$ cat config.mk
export PLATFORM = sky130hd
export DESIGN_NAME = seq_mult_hs
export DESIGN_NICKNAME = d
export VERILOG_FILES = /design/src/rtl/seq_mult_hs.sv
export SDC_FILE = /design/constraint.sdc
export NUM_CORES = 1
export LEC_CHECK = 0
export BUFFER_PORTS_ARGS = -buffer_cell sky130_fd_sc_hd__buf_2
export CAP_MARGIN = 20
export CELL_PAD_IN_SITES_DETAIL_PLACEMENT = 1
export CELL_PAD_IN_SITES_GLOBAL_PLACEMENT = 2
export CORE_MARGIN = 2
export CORE_UTILIZATION = 31
export DETAILED_ROUTE_END_ITERATION = 8
export HOLD_SLACK_MARGIN = 0.05
export PLACE_DENSITY_LB_ADDON = 0.12
export SYNTH_ARGS = -nofsm -noshare
export SYNTH_HDL_FRONTEND = slang
export SYNTH_SLANG_ARGS = --single-unit
export TNS_END_PERCENT = 5
$ cat constraint.sdc
create_clock -name clk -period 3.3 [get_ports clk]
set_input_delay 0.66 -clock clk [delete_from_list [all_inputs] [get_ports clk]]
set_output_delay 0.66 -clock clk [all_outputs]
set_load 0.03 [all_outputs]
$ cat src/rtl/seq_mult_hs.sv
// seq_mult_hs: sequential shift-add unsigned multiplier with valid/ready handshakes.
// One multiplier (A) bit is consumed per RUN cycle; the product is held in DONE
// until the consumer takes it.
// Optional build macro: SEQ_MULT_EARLY_TERM_EN -- leave RUN as soon as no set A
// bits remain, giving a data-dependent latency reported on out_cycles.
module seq_mult_hs #(
    parameter int unsigned  A_W = 8,
    parameter int unsigned  B_W = 8,
    localparam int unsigned P_W = A_W + B_W,
    localparam int unsigned CW  = $clog2(A_W + 1)
) (
    input  logic           clk,
    input  logic           rst,
    input  logic           in_valid,
    output logic           in_ready,
    input  logic [A_W-1:0] in_a,
    input  logic [B_W-1:0] in_b,
    output logic           out_valid,
    input  logic           out_ready,
    output logic [P_W-1:0] out_p,
    output logic [CW-1:0]  out_cycles
);

    typedef enum logic [1:0] {
        S_IDLE = 2'd0,
        S_RUN  = 2'd1,
        S_DONE = 2'd2
    } state_t;

    state_t         state_q, state_d;
    logic [A_W-1:0] a_sh_q, a_sh_d;
    logic [B_W-1:0] b_reg_q, b_reg_d;
    logic [P_W-1:0] acc_q, acc_d;
    logic [CW-1:0]  idx_q, idx_d;
    logic [CW-1:0]  cnt_q, cnt_d;
    logic [P_W-1:0] out_p_q, out_p_d;
    logic [CW-1:0]  out_cycles_q, out_cycles_d;
    logic           in_ready_q, in_ready_d;
    logic           out_valid_q, out_valid_d;

    logic [P_W-1:0] addend_c;
    logic [P_W-1:0] sum_c;
    logic           last_c;

    // Next-state, datapath and registered-output logic
    always_comb begin
        state_d      = state_q;
        a_sh_d       = a_sh_q;
        b_reg_d      = b_reg_q;
        acc_d        = acc_q;
        idx_d        = idx_q;
        cnt_d        = cnt_q;
        out_p_d      = out_p_q;
        out_cycles_d = out_cycles_q;

        addend_c = a_sh_q[0] ? (P_W'(b_reg_q) << idx_q) : '0;
        sum_c    = acc_q + addend_c;
`ifdef SEQ_MULT_EARLY_TERM_EN
        last_c   = (idx_q == CW'(A_W - 1)) || ((a_sh_q >> 1) == '0);
`else
        last_c   = (idx_q == CW'(A_W - 1));
`endif

        case (state_q)
            S_IDLE: begin
                if (in_valid && in_ready_q) begin
                    state_d = S_RUN;
                    a_sh_d  = in_a;
                    b_reg_d = in_b;
                    acc_d   = '0;
                    idx_d   = '0;
                    cnt_d   = '0;
                end
            end
            S_RUN: begin
                acc_d  = sum_c;
                a_sh_d = a_sh_q >> 1;
                idx_d  = idx_q + CW'(1);
                cnt_d  = cnt_q + CW'(1);
                if (last_c) begin
                    state_d      = S_DONE;
                    out_p_d      = sum_c;
                    out_cycles_d = cnt_q + CW'(1);
                end
            end
            S_DONE: begin
                if (out_ready) begin
                    state_d = S_IDLE;
                end
            end
            default: begin
                state_d = S_IDLE;
            end
        endcase

        in_ready_d  = (state_d == S_IDLE);
        out_valid_d = (state_d == S_DONE);
    end

    // State and datapath registers with synchronous reset
    always_ff @(posedge clk) begin
        if (rst) begin
            state_q      <= S_IDLE;
            a_sh_q       <= '0;
            b_reg_q      <= '0;
            acc_q        <= '0;
            idx_q        <= '0;
            cnt_q        <= '0;
            out_p_q      <= '0;
            out_cycles_q <= '0;
            in_ready_q   <= 1'b1;
            out_valid_q  <= 1'b0;
        end else begin
            state_q      <= state_d;
            a_sh_q       <= a_sh_d;
            b_reg_q      <= b_reg_d;
            acc_q        <= acc_d;
            idx_q        <= idx_d;
            cnt_q        <= cnt_d;
            out_p_q      <= out_p_d;
            out_cycles_q <= out_cycles_d;
            in_ready_q   <= in_ready_d;
            out_valid_q  <= out_valid_d;
        end
    end

    assign in_ready   = in_ready_q;
    assign out_valid  = out_valid_q;
    assign out_p      = out_p_q;
    assign out_cycles = out_cycles_q;

endmodule
==> impl_metrics.env <==
export IMPL_outcome="completed"
export IMPL_worstSetupEndpoint="acc_q[15]$_SDFFE_PP0P_"
export IMPL_initialDrtViolationCount=105
export IMPL_first_pass_iters=4
export IMPL_relSlewSlack=0.521
export IMPL_mostFrequentLayoutCells="nand2_1 (80), dfxtp_1 (63), nor2_1 (56)"
export IMPL_synth_area_leader_cell="dfxtp_1"
export IMPL_num_rows=39
export IMPL_power_density_nw_per_um2=476
export IMPL_synthArstFlopShare=0
export IMPL_r2r_end="acc_q[15]$_SDFFE_PP0P_"
export IMPL_crit_type="reg -> reg"
export IMPL_num_vias=3368
export IMPL_final_nets=550
export IMPL_insertion_delay_ns=0.34
export IMPL_path_delay_family="compound AO/OA/AOI/OAI gates"
export IMPL_dp_cells=644
export IMPL_clk_pin_slew_worst_paths_ns=0.05
export IMPL_ys_warn_count=0
export IMPL_rr_worst_depth=15
export IMPL_numCtsBuffers=9
export IMPL_final_antenna_net_count=0
export IMPL_critPathMaxFanout=7
export IMPL_leakage_nw=1.88
export IMPL_numPortBuffers=41
export IMPL_ctsHtreeMaxLevel=3
export IMPL_fin_crit_ns=3.07
export IMPL_place_gp_congestion=0.837
export IMPL_rsz0062_at_grt="false"
export IMPL_synth_ff_type="dfxtp_1"
export IMPL_slowest_stage="dfxtp_4"
export IMPL_worstMarginPinSlew_ns=0.718
export IMPL_syn_nets=494
export IMPL_mostFrequentLayoutCell="nand2_1"
export IMPL_critPathArrivalTime_ns=3.34
export IMPL_hp_class="reg -> reg"
export IMPL_cp_cell_sequence="buf_6, mux2i_4, nand2_1, o21ai_1, o21ai_1, a22oi_1, nor2b_1, ha_1, a21o_1, a21o_1, a21oi_2, nand4_1, o2bb2ai_2, or3_1, a31oi_1"
export IMPL_synth_avg_cell_area_um2=7.81
export IMPL_ys_seq_area_frac=0.360
export IMPL_worst_setup_path_end_kind="flip-flop"
export IMPL_coreArea_um2=11300
export IMPL_grt_pass1_wl_um=17700
export IMPL_final_util=0.395
export IMPL_maxCapViolCount=0
export IMPL_slew_violations=0
export IMPL_fin_crit_sh=0.931
export IMPL_synth_cells=456
export IMPL_area_delta_synth_final_pct=25.5
export IMPL_overflow=0
export IMPL_synth_seq_cells=64
export IMPL_path_depth=15
export IMPL_hpwl_um=7970
export IMPL_critical_path_max_stage_delay_ns=0.37
export IMPL_post_cts_buffers=0
export IMPL_layout_drive_gt1_share=0.211
export IMPL_cts_sinks=64
export IMPL_grt_util_all_layers=0.179
export IMPL_dieArea_um2=12400
export IMPL_routedWlPerCell_um=16.1
export IMPL_rrSetupSlack_ns=0.23
export IMPL_start_kind="flip-flop"
export IMPL_synth_top_area_frac=0.360
export IMPL_fin_skew_ns=0.00508
export IMPL_synth_edf_count=0
export IMPL_antenna_found_initial=0
export IMPL_initial_core_util=0.315
export IMPL_die_y_um=111
export IMPL_yosys_top_cells_area="dfxtp_1 (36%), nand2_1 (8.4%), a21oi_1 (6.3%), ha_1 (6.0%), nor2_1 (5.9%)"
export IMPL_reg2reg_from="idx_q[1]$_SDFFE_PP0P_"
export IMPL_io_pins=42
export IMPL_clockBufferDepth=2
export IMPL_remaining_drc_errors=0
export IMPL_n_antenna_cell=0
export IMPL_cts_tree="built"
export IMPL_irDropWorstVdd_mv=0.338
export IMPL_crit_start="idx_q[1]$_SDFFE_PP0P_"
export IMPL_syn_area_um2=3560
export IMPL_yosys_cell_types_count=46
export IMPL_cts_root_buf="clkbuf_16"
export IMPL_die_w_um=111
export IMPL_final_hold_viol_count=0
export IMPL_fmax_ghz=0.325
export IMPL_nFillCells=1383
export IMPL_totalWireLength_um=10600
export IMPL_vias_per_cell=5.11
export IMPL_critPathBufInv=1
export IMPL_finalNonFillerCells=659
export IMPL_required_ns=3.57
export IMPL_grt_pass1_vias=3451
export IMPL_setup_viol=0
export IMPL_grt_max_degree=39
==> power by group <==
part,leakage (nW),switching [mW],internal (mW),total (mW)
Sequential,0.520,0.0213,0.796,0.818
Combinational,1.20,0.126,0.0832,0.209
Clock,0.163,0.347,0.755,1.10
==> Yosys cell counts, types with 7 or more instances <==
cell and instances:
nand2_1 80, a211oi_1 9, nor2b_1 13, ha_1 17, nand3_1 13, nor2_1 56, dfxtp_1 64, xor2_1 8
a22oi_1 16, clkbuf_1 24, a21oi_1 45, o21ai_0 17, nand3b_1 7, a311oi_1 7
==> cell families after synthesis <==
logic type | Yosys count | synth area share
AND/OR/NAND/NOR | 199 | 0.256
AO/OA/AOI/OAI | 117 | 0.206
flip-flops | 64 | 0.360
buffers and inverters | 32 | 0.0351
adder cells (fa/ha/maj) | 18 | 0.0654
XOR/XNOR | 14 | 0.0344
multiplexers | 12 | 0.0429
==> registers in the layout, indices dropped and copies added, names as in the netlist <==
name / count
a_sh_q: 8
acc_q: 16
b_reg_q: 8
cnt_q: 4
idx_q: 4
in_ready: 1
out_cycles: 4
out_p: 16
out_valid: 1
state_q: 2
==> how the worst min path moves through the flow <==
stage	from	endpoint	slack (ns)	cells past startpoint
after global placement	out_p[13]$_SDFFE_PP0P_	out_p[13]$_SDFFE_PP0P_	0.44	2
after global routing	out_p[10]$_SDFFE_PP0P_	out_p[10]$_SDFFE_PP0P_	0.48	2
after detailed placement	out_p[8]$_SDFFE_PP0P_	out_p[8]$_SDFFE_PP0P_	0.45	2
final	out_p[3]$_SDFFE_PP0P_	out_p[3]$_SDFFE_PP0P_	0.45	2
after floorplan	acc_q[13]$_SDFFE_PP0P_	acc_q[13]$_SDFFE_PP0P_	0.44	2
after CTS	out_p[8]$_SDFFE_PP0P_	out_p[8]$_SDFFE_PP0P_	0.46	2
==> per-layer routing <==
layer / global-route usage / part of all wire / up-vias
met2: 0.307 / 0.50 / 40
met1: 0.225 / 0.47 / 1608
met3: 0.0432 / 0.027 / 7
met5: 0 / 0 / -
met4: 0.0494 / 0.0081 / 0
li1: - / - / 1713
==> metrics by stage <==
step | setup TNS (ns) | instance area (um^2) | hold WS (ns) | worst slack [ns] | power, mW
floorplan | 0 | 3560 | 0.436 | 0.0875 | 0.964
global placement | 0 | 4080 | 0.443 | 0.0237 | 1.04
detailed placement | -0.0145 | 4080 | 0.449 | -0.0121 | 1.05
CTS | 0 | 4430 | 0.456 | 0.0754 | 2.16
global route | 0 | 4470 | 0.477 | 0.0200 | 2.21
finish | 0 | 4470 | 0.452 | 0.227 | 2.13
==> cell type report <==
class	instances	area [um^2]	share of cell area
multi-input cells	360	2200	0.493
flip-flops and latches	64	1280	0.287
clock buffers	12	246	0.0551
clock inverters	3	90.1	0.0202
repair buffers	74	457	0.102
well taps	143	179	0.0400
inverters	3	11.3	0.00252
==> worst reg2reg max path, cell delays in order, from the launching register on <==
cell	delay [ns]
dfxtp_4	0.37
buf_6	0.14
mux2i_4	0.18
nand2_1	0.08
o21ai_1	0.08
o21ai_1	0.16
a22oi_1	0.11
nor2b_1	0.28
ha_1	0.31
a21o_1	0.19
a21o_1	0.19
a21oi_2	0.18
nand4_1	0.13
o2bb2ai_2	0.18
or3_1	0.32
a31oi_1	0.12
==> repair_timing <==
action | 4_1_cts | 5_1_grt
hold buffers | 0 | 0
gates resized for setup | 4 | 13
setup endpoints to repair | 4 | 12
pin swaps | 0 | 1
No activity file was read; power rests on OpenSTA's default activity.
